==> src/rtl/csr_unit.sv <==
// Purpose : machine-mode CSR file and trap controller in the MW stage.
// Latency : reads and redirects are combinational; writes and trap state commit at the next clk edge.
// Backpr. : stall freezes all CSR state except mip and suppresses trap entry, mret and redirects.
//
// Ports:
//   clk, rst_n                      clock, async active-low reset
//   stall, valid_MW                 pipeline hold / MW instruction is real
//   csr_reg_rdMW, csr_reg_wrMW      MW instruction reads / writes a CSR
//   is_mretMW                       MW instruction is mret
//   csr_op, csr_addr, csr_wdata     write operation (01 RW, 10 RS, 11 RC), address, operand
//   pcMW                            PC of the MW instruction (saved to mepc on trap)
//   timer_intr, ext_intr            level interrupt requests
//   csr_rdata                       old CSR value (0 when not reading)
//   epc_taken, epc_out              fetch redirect and its target
//   intr_flush                      squash MW and younger stages
module csr_unit #(
   parameter int XLEN = 32
) (
   input  logic            clk,
   input  logic            rst_n,
   input  logic            stall,
   input  logic            valid_MW,
   input  logic            csr_reg_rdMW,
   input  logic            csr_reg_wrMW,
   input  logic            is_mretMW,
   input  logic [1:0]      csr_op,
   input  logic [11:0]     csr_addr,
   input  logic [XLEN-1:0] csr_wdata,
   input  logic [XLEN-1:0] pcMW,
   input  logic            timer_intr,
   input  logic            ext_intr,
   output logic [XLEN-1:0] csr_rdata,
   output logic            epc_taken,
   output logic [XLEN-1:0] epc_out,
   output logic            intr_flush
);

   localparam logic [11:0] ADDR_MSTATUS = 12'h300;
   localparam logic [11:0] ADDR_MIE     = 12'h304;
   localparam logic [11:0] ADDR_MTVEC   = 12'h305;
   localparam logic [11:0] ADDR_MEPC    = 12'h341;
   localparam logic [11:0] ADDR_MCAUSE  = 12'h342;
   localparam logic [11:0] ADDR_MIP     = 12'h344;

   // Writable-bit masks; bits outside a mask are hardwired to zero.
   localparam logic [XLEN-1:0] MSTATUS_WMASK = XLEN'(32'h0000_0088);
   localparam logic [XLEN-1:0] MIE_WMASK     = XLEN'(32'h0000_0880);
   localparam logic [XLEN-1:0] MTVEC_WMASK   = {{(XLEN-2){1'b1}}, 2'b01};
   localparam logic [XLEN-1:0] MEPC_WMASK    = {{(XLEN-2){1'b1}}, 2'b00};

   localparam int MIE_BIT  = 3;
   localparam int MPIE_BIT = 7;

   logic [XLEN-1:0] mstatus, mie, mtvec, mepc, mcause, mip;
   logic [XLEN-1:0] rd_val, wr_val, mip_nxt, pend, vec_base, vec_off, mcause_trap;
   logic [3:0]      cause_code;
   logic            trap_take, mret_take, wr_commit;

   // Combinational read of the addressed CSR (old value, no bypass).
   always_comb begin
      rd_val = '0;
      unique case (csr_addr)
         ADDR_MSTATUS: rd_val = mstatus;
         ADDR_MIE:     rd_val = mie;
         ADDR_MTVEC:   rd_val = mtvec;
         ADDR_MEPC:    rd_val = mepc;
         ADDR_MCAUSE:  rd_val = mcause;
         ADDR_MIP:     rd_val = mip;
         default:      rd_val = '0;
      endcase
   end

   assign csr_rdata = csr_reg_rdMW ? rd_val : '0;

   // New value is derived from the unmasked operand; masking happens on commit.
   always_comb begin
      wr_val = rd_val;
      unique case (csr_op)
         2'b01:   wr_val = csr_wdata;
         2'b10:   wr_val = rd_val | csr_wdata;
         2'b11:   wr_val = rd_val & ~csr_wdata;
         default: wr_val = rd_val;
      endcase
   end

   always_comb begin
      mip_nxt     = '0;
      mip_nxt[7]  = timer_intr;
      mip_nxt[11] = ext_intr;
   end

   // Global MIE gates every pending source; external beats timer.
   assign pend        = mip & mie & {XLEN{mstatus[MIE_BIT]}};
   assign cause_code  = pend[11] ? 4'd11 : 4'd7;
   assign trap_take   = (|pend) && valid_MW && !stall;
   assign mret_take   = is_mretMW && valid_MW && !stall && !trap_take;
   assign vec_base    = {mtvec[XLEN-1:2], 2'b00};
   assign vec_off     = {{(XLEN-6){1'b0}}, cause_code, 2'b00};
   assign mcause_trap = {1'b1, {(XLEN-5){1'b0}}, cause_code};

   always_comb begin
      epc_taken  = 1'b0;
      intr_flush = 1'b0;
      epc_out    = '0;
      if (trap_take) begin
         epc_taken  = 1'b1;
         intr_flush = 1'b1;
         epc_out    = mtvec[0] ? (vec_base + vec_off) : vec_base;
      end else if (mret_take) begin
         epc_taken = 1'b1;
         epc_out   = mepc;
      end
   end

   assign wr_commit = csr_reg_wrMW && valid_MW && !stall && !intr_flush && (csr_op != 2'b00);

   always_ff @(posedge clk or negedge rst_n) begin
      if (!rst_n) begin
         mstatus <= '0;
         mie     <= '0;
         mtvec   <= '0;
         mepc    <= '0;
         mcause  <= '0;
         mip     <= '0;
      end else begin
         mip <= mip_nxt;
         if (wr_commit) begin
            unique case (csr_addr)
               ADDR_MSTATUS: mstatus <= wr_val & MSTATUS_WMASK;
               ADDR_MIE:     mie     <= wr_val & MIE_WMASK;
               ADDR_MTVEC:   mtvec   <= wr_val & MTVEC_WMASK;
               ADDR_MEPC:    mepc    <= wr_val & MEPC_WMASK;
               ADDR_MCAUSE:  mcause  <= wr_val;
               default:      ;
            endcase
         end
         // Trap and mret field updates override a same-cycle mstatus write.
         if (trap_take) begin
            mepc              <= pcMW & MEPC_WMASK;
            mcause            <= mcause_trap;
            mstatus[MPIE_BIT] <= mstatus[MIE_BIT];
            mstatus[MIE_BIT]  <= 1'b0;
         end else if (mret_take) begin
            mstatus[MIE_BIT]  <= mstatus[MPIE_BIT];
            mstatus[MPIE_BIT] <= 1'b1;
         end
      end
   end

endmodule

==> config.mk <==
export PLATFORM = sky130hd
export DESIGN_NAME = csr_unit
export DESIGN_NICKNAME = d
export VERILOG_FILES = /design/src/rtl/csr_unit.sv
export SDC_FILE = /design/constraint.sdc
export NUM_CORES = 1
export LEC_CHECK = 0
export ABC_CLOCK_PERIOD_IN_PS = 4700
export BUFFER_PORTS_ARGS = -buffer_cell sky130_fd_sc_hd__buf_2
export CAP_MARGIN = 40
export CORE_ASPECT_RATIO = 0.9
export CORE_MARGIN = 10
export CORE_UTILIZATION = 55
export DETAILED_ROUTE_END_ITERATION = 12
export PLACE_DENSITY = 0.81
export SLEW_MARGIN = 15
export SYNTH_ARGS = -nofsm -noshare
export SYNTH_HDL_FRONTEND = slang
export SYNTH_SLANG_ARGS = --single-unit
==> constraint.sdc <==
create_clock -name clk -period 4.7 [get_ports clk]
set_input_delay 0.235 -clock clk [delete_from_list [all_inputs] [get_ports clk]]
set_output_delay 0.235 -clock clk [all_outputs]
set_load 0.1 [all_outputs]
# After elaboration in Yosys (flattened, before gate mapping)
# Cells that the tools add are included.
[totals]
regBits = 101
input_bits = 87
output_inout_bits = 66
word_cells = 67
[op_classes]
n_addsub = 1
eq_ne = 9
mux = 22
bitwise = 5
reduce_logical = 24
[ops]
columns = ["operator", "count"]
rows = [
  ["$mux W32", 10],
  ["$pmux W32 S6", 1],
  ["$pmux W32 S3", 1],
  ["$eq A12 B10 Y1 const B", 6],
  ["$add A32 B6 Y32", 1],
  ["$and A12 B32 Y32", 1],
  ["$and A32 B32 Y32", 1],
  ["$not A32 Y32", 1],
  ["$or A32 B32 Y32", 1],
  ["$reduce_or A32 Y1", 1],
  ["$mux W8", 2],
  ["$and A12 B12 Y12", 1],
  ["$reduce_and A2 Y1", 5],
  ["$logic_and A1 B1 Y1", 9],
  ["$reduce_bool A2 Y1", 4],
  ["$mux W1", 7],
  ["$reduce_bool A3 Y1", 2],
  ["$eq A2 B2 Y1 const B", 2],
  ["$mux W4", 1],
  ["$logic_not A1 Y1", 3],
  ["$eq A2 B1 Y1 const B", 1],
]

# Depth between registers and ports, before layout
# Gate-level depths: netlist of run 1.
[depth]
depth_word = 12
ltp_mapped = 9
ltp_nobuf = 8

# Least setup slack after synthesis of run 1
# OpenSTA, ideal clock, no wires.
[synth_timing]
path_kind = "register -> output"
startpoint = "register mie[11]"
endpoint = "output epc_out[27]"
t_arrival_ns = 3.922
required_time_ns = 4.465
path_slack_ns = 0.543
path_stages_with_launch = 9
path_cell_list = "dfrtp_1 nand3_1 ha_1 o21a_1 o21a_1 o2111ai_1 nor2_1 xnor2_1 o21ai_0"
[synth_via]
elab_chain_cells = 9
word_cells_on_any_way = 12
[synth_rtl]
columns = ["item", "line_no", "rtl"]
rows = [
  ["start: declaration", "54", "logic [XLEN-1:0] mstatus, mie, mtvec, mepc, mcause, mip;"],
  ["start signal: assignment", "130", "ADDR_MIE: mie <= wr_val & MIE_WMASK;"],
  ["$and A12 B12 Y12 (*)", "93", "assign pend = mip & mie & {XLEN{mstatus[MIE_BIT]}};"],
  ["$and A12 B32 Y32 (*)", "93", ""],
  ["branches (longest 6 deep; another with $add A32 B6 Y32)", "-", ""],
  ["$mux W32 (*)", "105", "if (trap_take) begin"],
  ["end: declaration", "34", "output logic [XLEN-1:0] epc_out,"],
]
# Mark *: on every way between the ends.

# Worst setup path after layout of run 1
# Same ends and word-level chain as after synthesis.

==> results.md, run 1 <==
- Status: finished, final reports clean
- Slew HR: 48.1%
- Required @ worst endpoint: 4470 ps
- CTS resizes: 0
- Synth Register Bits: 99
- Layout cells sized above 1: 24.5%
- Antenna viol nets, final: 0
- CTS Root Cell: clkbuf_16
- Deepest clock path buffer count: 2
- Clock network power share: 41.3%
- Worst-path cell chain: nand3_1, ha_1, o21a_1, o21a_1, o2111ai_1, nor2_1, xnor2_1, o21ai_0, buf_2
- Most common library cells after synthesis: 100 x nand2_1, 99 x dfrtp_1, 57 x o21ai_0
- Synth area leader: dfrtp_1
- Worst Skew: 9.82 ps
- Syn Std Cell Area: 7180 um2
- Global-route wire length before repair: 38,900 um
- Reg power frac: 47.0%
- Top-area cell type share of the netlist area: 34.5%
- Internal: 0.00134 W
- MaxCap Viol Count: 0
- Remaining Overflow, GRT: 0
- Layout Cells excl Fill: 1,128
- Post-CTS Setup Bufs: 0
- Initial antenna violation count: 2
- Ys flop type: dfrtp_1
- Inserted Clock Buffers: 9
- # rows: 39
- Number of synthesized flops with an enable pin: 0
- WL/cell: 21.9 um
- Ys Warns: 0
- Setup TNS: 0 ps
- Htree depth: 3
- Final wirelength: 24,700 um
- DIE AREA: 18,000 um2
- Final #Nets: 1,048
- Global Route Usage Sum: 26.3%
- Mapped Cells: 847
- Finished Core Util: 65.4%
- Port bufs: 148
- Worst-Margin Slew: 778 ps
- Clock tree from TritonCTS: built
- Max frequency: 0.275 GHz
- Area contributors post-synth: dfrtp_1 35%, nand2_1 5.2%, a32oi_1 4.6%, o21ai_0 4.0%, mux2_2 3.3%
- CP Capture Type: output pin
- Core ar.: 12,700 um2
- Slowest stage delay, CP: 590 ps
- Clk_lat worst skew: 350 ps
- Crit share post-route: 77.3%
- Power density over the cells: 219 nW/um2
- Total number of vias: 7,527
- I/O Pins: 153
- Clock slew at reported path FFs: 70 ps
- Post-DP HPWL: 17,400 um
- Critical path launch point: mie[11]
- TritonRoute pass-1 iters: 5
- Critical-path top delay cell: o2111ai_1
- Overall die height: 128 um
- Fin. Hold Viols: 0
- Comb pwr share: 11.7%
- Crit path kind: reg2out
- Syn_area_per_cell: 8.48 um2
- Crit Path Max Fanout: 7
- Startpoint class of the critical path: flip-flop
- Setup Viol. Count Final: 0
- Fraction of registers with async set/reset: 100%
- Tightest Hold Check Type: in2reg
- Most used cell, CP: o21a_1
- VDD IR-drop max: 165 uV
- Initial Utilization: 56.4%
- Worst Path Arrival: 3400 ps
- Sw power: 0.000485 W
- # clock sinks: 99
- Fin crit period: 3630 ps
- Worst R2R Start: mie[11]
- Dominant cell by count in the synthesized netlist: nand2_1
- Placed Cells: 1,107
- Post-synthesis cell type count: 66
- Die Wd: 140 um
- Drt initial violations: 993
- Slew Viols, Final: 0
- Drc violations: 0
- Vias in the first global route: 7,328
- Seq/Total Area, Yosys: 34.5%
- Lkg Pwr: 3.78 nW
- Drt via density: 6.67
- Worst Hold Launch: ext_intr
- Largest net degree at the start of global routing: 58
- Sw frac: 26.6%
- RSZ-0062 raised after global routing: no
- Area delta synth->final: 16.1%
- RD Place Congestion: 0.917
layer usage:
metal	routed length [um]	up-vias	global-route usage, %	share of wire [%]
li1	-	3365	-	-
met1	9850	3580	34.3	40
met2	11400	510	42.2	46
met3	2790	70	6.22	11
met4	666	2	8.56	2.7
met5	12	-	0	0.049
final timing paths:
path	to	slack [ps]	cells past startpoint
setup / recovery	epc_out[27]	1070	9
hold / removal	mip[11]	10	1
setup reg to reg	mcause[5]	2200	7
hold reg to reg	mcause[18]	500	1
max in group asynchronous	mtvec[11]	3090	3
min in group asynchronous	mcause[0]	420	2
metrics by stage:
step	total power [W]	cell area (um2)	hold slack (ps)	setup WS, ps
4_1_cts	0.00183	8310	8.68	1120
3_5_place_dp	0.00108	7990	260	1500
6_report	0.00183	8340	14.3	1070
5_1_grt	0.00188	8330	11.6	887
2_1_floorplan	0.000982	7180	-60.6	543
3_3_place_gp	0.00107	7900	259	1490
state kept, by name, indices dropped and copies added (netlist names):
| signal | count |
|---|---|
| mtvec | 31 |
| mstatus | 2 |
| mie | 2 |
| mepc | 30 |
| mip | 2 |
| mcause | 32 |
layout make-up:
class	instances	area (um2)
antenna	1	2.50
clock buffer	10	229
clock inverter	6	63.8
fill	1110	4400
inverter	32	120
multi-input combinational	648	4270
sequential	99	2480
tap	164	205
timing repair buffer	168	966
cells in the final DEF (no fill, tap or decap), types with 3 or more instances in the layout:
cell type  instances
mux2i_1           18
a22o_1            25
ha_1               3
dfrtp_1           99
clkbuf_16          9
inv_1             31
and3_1            21
a22oi_1           12
nor4_1             5
buf_4             13
nand3b_1          24
and2_1            11
mux2_2            21
a21oi_1           19
o211ai_1           5
xor2_1             7
a32oi_1           38
nor3_1            26
o21a_1             5
o21ai_0           57
buf_2            147
o22ai_1           17
a221o_1            4
o21ai_1           25
nor2_1            48
a21o_1             4
nor2b_1            3
o2bb2ai_1          9
a221oi_1           7
o211ai_2          14
o31ai_1            8
nand2_1          100
nor2_2             3
xnor2_1           25
nand4_1            5
nand3_1           36
critical path, delay by kind of cell (launching register included):
| kind | cells | cell delay, ps |
|---|---|---|
| buffers and inverters | 1 | 480 |
| AO/OA/AOI/OAI | 4 | 1130 |
| XOR/XNOR | 1 | 180 |
| adder cells (fa/ha/maj) | 1 | 390 |
| flip-flops | 1 | 400 |
| AND/OR/NAND/NOR | 2 | 470 |
power groups by stage:
stage	combinational, W	sequential [W]	clock, W
after global routing	0.000233	0.000858	0.000789
after detailed placement	0.000208	0.000874	0
final	0.000214	0.000857	0.000754
after global placement	0.000196	0.000874	0
after floorplan	0.000108	0.000873	0
after CTS	0.000211	0.000857	0.000758
timing repair:
item / 4_1_cts / 5_1_grt
endpoints found under the setup margin: 0 / 0
hold endpoints to repair: 43 / 0
hold buffers: 2 / 0
kinds of logic after synthesis:
logic type | count (synthesis) | synth area share, %
XOR/XNOR | 33 | 4.03
flip-flops | 99 | 34.5
buffers and inverters | 101 | 6.38
multiplexers | 39 | 5.80
other | 1 | 0.0522
adder cells (fa/ha/maj) | 3 | 0.523
AO/OA/AOI/OAI | 261 | 26.2
AND/OR/NAND/NOR | 310 | 22.5
Power figures use the tool's default switching activity.
==> run 2, diff against run 1 <==
Settings changed: ABC_CLOCK_PERIOD_IN_PS 4700 to 3370.
Clock period 4.7 ns to 3.37 ns, I/O delays scaled along.
==> run 2 against run 1 <==
Utilization up 3.9 points. First-iteration DRC count down 16%. Clock-buffer cell count is the same. Wire length rose by 2.9%. Sequential share of layout area decreased by 1.7 points. Critical path depth unchanged. Non-clock buffer count increased by 11. Combinational power rose by 39%. Global-route usage is 0.89 points higher. Largest cell class unchanged. Highest routed layer unchanged.
==> results.md, run 2 (synthesis results as in run 1) <==
- RD Place Congestion: 0.918
- Tightest Hold Check Type: in2reg
- Clock tree from TritonCTS: built
- DR WL met3: 3060 um
- Largest regs: mcause x32, mtvec x31, mepc x30
- Clock slew at reported path FFs: 70 ps
- Initial antenna violation count: 2
- Most frequent cells in the layout: 116 x buf_2, 100 x nand2_1, 99 x dfrtp_1, 52 x o21ai_1, 48 x nor2_1
- DIE AREA: 18,000 um2
- Htree depth: 3
- Post-CTS Setup Bufs: 0
- Max frequency: 0.304 GHz
- Top sig layer: met5
- Crit Path Max Fanout: 5
- Area delta synth->final: 23.0%
- # rows: 39
- Slew HR: 44.3%
- Clk_lat worst skew: 360 ps
- Post-DP HPWL: 17,600 um
- Inserted Clock Buffers: 9
- Crit path kind: reg2out
- TritonRoute pass-1 iters: 5
- Global-route wire length before repair: 40,200 um
- # clock sinks: 99
- Largest net degree at the start of global routing: 53
- MaxCap Viol Count: 0
- Remaining Overflow, GRT: 0
- Layout cells sized above 1: 25.4%
- Setup Viol. Count Final: 0
- Most common cell after layout, fill and taps aside: buf_2
- Vias in the first global route: 7,574
- Layout Cells excl Fill: 1,139
- Status: finished, final reports clean
- Overall die height: 128 um
- Startpoint class of the critical path: flip-flop
- Global Route Usage Sum: 27.2%
- Largest register FFs: 32
- Lkg Pwr: 3.89 nW
- Worst Path Arrival: 3130 ps
- Final wirelength: 25,400 um
- Port bufs: 148
- Fin. Hold Viols: 0
- RSZ-0062 raised after global routing: no
- Worst-Margin Slew: 835 ps
- Final #Nets: 1,059
- Placed Cells: 1,119
- Deepest clock path buffer count: 2
- Largest Register: mcause
- Antenna viol nets, final: 0
- Met1 WL: 10,200 um
- Worst Skew: 7.63 ps
- Initial Utilization: 56.4%
- Fillers: 1,040
- Required @ worst endpoint: 3200 ps
- Drt via density: 6.72
- Drc violations: 0
- Core ar.: 12,700 um2
- Power density over the cells: 299 nW/um2
- VDD IR-drop max: 345 uV
- Slew Viols, Final: 0
- CP Capture Type: output pin
- Fin crit period: 3290 ps
- Total number of vias: 7,657
- Pre-CTS setup slack: 560 ps
- CTS Root Cell: clkbuf_16
- Post-route setup slack: 75.1 ps
- WL/cell: 22.3 um
- Drt initial violations: 832
- DR WL met2: 11,500 um
- I/O Pins: 153
- Crit share post-route: 97.8%
- Die Wd: 140 um
[run 2: cell types whose count changed in the layout (fill, tap and decap cells not counted), sizes merged]
cell         delta
clkinvlp        -1
buf             +8
clkbuf          +2
bufinv          +1
dlygate4sd3     +1
[run 2: metal layers]
| metal | track usage [%] | vias up |
|---|---|---|
| met5 | 0 | - |
| met4 | 8.92 | 2 |
| met3 | 7.94 | 72 |
| met2 | 43.1 | 522 |
| met1 | 34.9 | 3685 |
| li1 | - | 3376 |
[run 2: final cells by class]
| class | instances | area (um2) | share of cell area [%] |
|---|---|---|---|
| clock inverter | 6 | 86.3 | 0.978 |
| timing repair buffer | 179 | 1440 | 16.3 |
| multi-input combinational | 648 | 4260 | 48.3 |
| sequential | 99 | 2480 | 28.1 |
| clock buffer | 10 | 239 | 2.71 |
| antenna | 1 | 2.50 | 0.0283 |
| inverter | 32 | 120 | 1.36 |
| tap | 164 | 205 | 2.32 |
[run 2: worst paths after layout]
path	start	endpoint	slack [ps]	cells past startpoint
worst max-delay path	mie[11]	epc_out[15]	80	9
worst min-delay path	pcMW[2]	mepc[2]	10	2
worst max register to register	mie[11]	mepc[3]	950	7
worst min register to register	mcause[18]	mcause[18]	500	1
max in group asynchronous	rst_n	mepc[10]	2130	3
min in group asynchronous	rst_n	mcause[1]	410	2
[run 2: timing repair]
action                                 4_1_cts  5_1_grt
hold buffers                                 3        0
setup endpoints to repair                    0        2
endpoints found under the hold margin       51        0
gates resized for setup                      0        2
[run 2: stage by stage]
step	hold WS (ps)	TNS, ps	cell area, um2	power, W	util [%]
after global routing	21.7	0	8830	0.00271	69.3
after floorplan	-127	-347	7180	0.00137	-
after detailed placement	246	0	8470	0.00151	66.5
after global placement	245	0	8440	0.00150	66.2
after CTS	9.65	0	8820	0.00264	69.3
final	10.6	0	8830	0.00264	69.3
[run 2: power breakdown]
group | switching (W) | total [W] | leakage, nW | internal (W)
combinational | 0.000202 | 0.000298 | 2.36 | 0.0000964
sequential | 0.00000425 | 0.00120 | 1.37 | 0.00119
clock | 0.000477 | 0.00115 | 0.159 | 0.000671
[run 2: worst max-delay path, cell delays in order (launching register included)]
cell	delay, ps
dfrtp_1	400
nand3_1	260
ha_1	400
o21a_1	130
o21a_1	200
o211ai_1	420
nor2_1	130
xnor2_1	140
o21ai_1	200
buf_2	470
==> run 3, diff against run 2 <==
Settings changed: CORE_ASPECT_RATIO 0.9 to unset.
==> run 3 against run 2 <==
Design area about the same. Critical endpoint is now epc_out[11]. Fmax up 2.4%. Non-clock buffer count shrank 1. Clock skew is 0.92 ps lower. Via count is 1.6% lower. Global-route usage increased by 0.056 points. Hold slack improved by 4.4 ps. Flip-flop and latch count is the same. Largest power group unchanged. Combinational power barely moved. Final cell count grew 0.44%.
==> results.md, run 3 (synthesis results as in run 1) <==
- Status: finished, final reports clean
- Total number of vias: 7,534
- Crit Path Max Fanout: 5
- Htree depth: 3
- Deepest clock path buffer count: 2
- Placed Cells: 1,126
- CP delay by family, top: compound AO/OA/AOI/OAI gates
- Worst Path Arrival: 3050 ps
- Drc violations: 0
- Critical-path top delay cell: buf_2
- Lkg Pwr: 3.88 nW
- Initial Utilization: 56.4%
- I/O Pins: 153
- Layout Cells excl Fill: 1,144
- Worst R2R Start: mie[11]
- Drt initial violations: 1,048
- Slew HR: 40.5%
- Tightest Hold Check Type: in2reg
- Startpoint class of the critical path: flip-flop
- VDD IR-drop max: 280 uV
- Clock tree from TritonCTS: built
- Setup Viol. Count Final: 0
- Most frequent cells in the layout: 116 x buf_2, 100 x nand2_1, 99 x dfrtp_1, 52 x o21ai_1, 48 x nor2_1
- Max frequency: 0.311 GHz
- Crit share post-route: 95.5%
- CP Capture Type: output pin
- Worst Hold Launch: pcMW[2]
- Fin crit period: 3220 ps
- WL/cell: 22.0 um
- TritonRoute pass-1 iters: 6
- Required @ worst endpoint: 3200 ps
- # rows: 41
- Most common cell after layout, fill and taps aside: buf_2
- Overall die height: 134 um
- CTS Root Cell: clkbuf_16
- Largest register FFs: 32
- Remaining Overflow, GRT: 0
- Power density over the cells: 299 nW/um2
- Final #Nets: 1,058
- Clk_lat worst skew: 360 ps
- RSZ-0062 raised after global routing: no
- Largest regs: mcause x32, mtvec x31, mepc x30
- Global-route wire length before repair: 39,700 um
- Vias in the first global route: 7,438
- Critical path launch point: mie[11]
- Antenna viol nets, final: 0
- Worst Skew: 6.72 ps
- Core ar.: 12,700 um2
- Worst-Margin Slew: 892 ps
- Global Route Usage Sum: 27.2%
- Largest net degree at the start of global routing: 57
- # clock sinks: 99
- Post-layout total power: 0.00263 W
- Die Wd: 134 um
- Worst-path cell chain: nand3_1, ha_1, o21a_1, o21a_1, o211ai_1, nor2_1, xnor2_1, o21ai_1, buf_2
- Pre-CTS setup slack: 536 ps
- Slowest stage delay, CP: 470 ps
- Post-route setup slack: 151 ps
- Number of diodes: 0
- Layout cells sized above 1: 25.2%
- DIE AREA: 18,000 um2
- Most used cell, CP: o21a_1
- Fillers: 1,039
- Inserted Clock Buffers: 9
- Largest Register: mcause
- MaxCap Viol Count: 0
- Slew Viols, Final: 0
- Drt via density: 6.59
- Crit path kind: reg2out
- Fin. Hold Viols: 0
- Final wirelength: 25,200 um
- Port bufs: 148
- Clock slew at reported path FFs: 70 ps
- Worst path buffer plus inverter count: 1
- Post-DP HPWL: 18,000 um
- Area delta synth->final: 22.9%
- RD Place Congestion: 0.957
- Initial antenna violation count: 1
run 3: changes by cell type in the layout (fill, tap and decap cells not counted):
cell,previous run,this run
diode_2,1,0
clkbuf_4,2,3
buf_8,2,1
buf_4,27,25
buf_12,29,30
inv_6,1,0
run 3: worst paths after layout:
path / endpoint / slack, ps / cells after the start
min in group asynchronous: mepc[8] / 360 / 2
max in group asynchronous: mtvec[2] / 2300 / 3
hold reg to reg: mcause[18] / 490 / 1
setup reg to reg: mtvec[31] / 1050 / 6
setup / recovery: epc_out[11] / 150 / 9
hold / removal: mepc[2] / 10 / 2
run 3: cell type report:
type / instances / area (um2) / share of cell area [%]
multi-input combinational: 648 / 4260 / 48.3
sequential: 99 / 2480 / 28.1
timing repair buffer: 178 / 1440 / 16.3
inverter: 32 / 120 / 1.36
clock inverter: 5 / 77.6 / 0.879
tap: 172 / 215 / 2.44
clock buffer: 10 / 239 / 2.71
run 3: power breakdown:
part | internal, W | switching [W]
logic | 0.0000988 | 0.000201
registers | 0.00119 | 0.00000404
clock network | 0.000665 | 0.000474
total | 0.00196 | 0.000679
run 3: worst reg2reg max path: cells and delay by family (launching register included):
kind	cells	cell delay [ps]
simple gates	3	860
compound gates	1	240
mux	1	320
flops	1	410
buf+inv	1	370
run 3: timing repair:
action,CTS,global route
hold buffers,3,0
endpoints found under the hold margin,45,0
gates resized for setup,0,3
setup buffers,0,0
setup endpoints to repair,0,3
run 3: through the flow:
stage               utilization [%]  setup TNS (ps)  cell area (um2)  hold WS (ps)
finish                         69.4               0             8830          15.0
global route                   69.4               0             8830          19.2
CTS                            69.3               0             8820          11.9
detailed placement             66.6               0             8470           217
global placement               66.5               0             8460           219
floorplan                         -            -347             7180          -127
run 3: per-layer routing:
| metal | routed length [um] | vias to the layer above | share of wire, % | GRT usage (%) |
|---|---|---|---|---|
| met2 | 11600 | 524 | 46 | 42.1 |
| li1 | - | 3384 | - | - |
| met1 | 9790 | 3538 | 39 | 34.4 |
| met3 | 2870 | 86 | 11 | 7.80 |
| met5 | 8 | - | 0.032 | 0 |
| met4 | 952 | 2 | 3.8 | 12.3 |
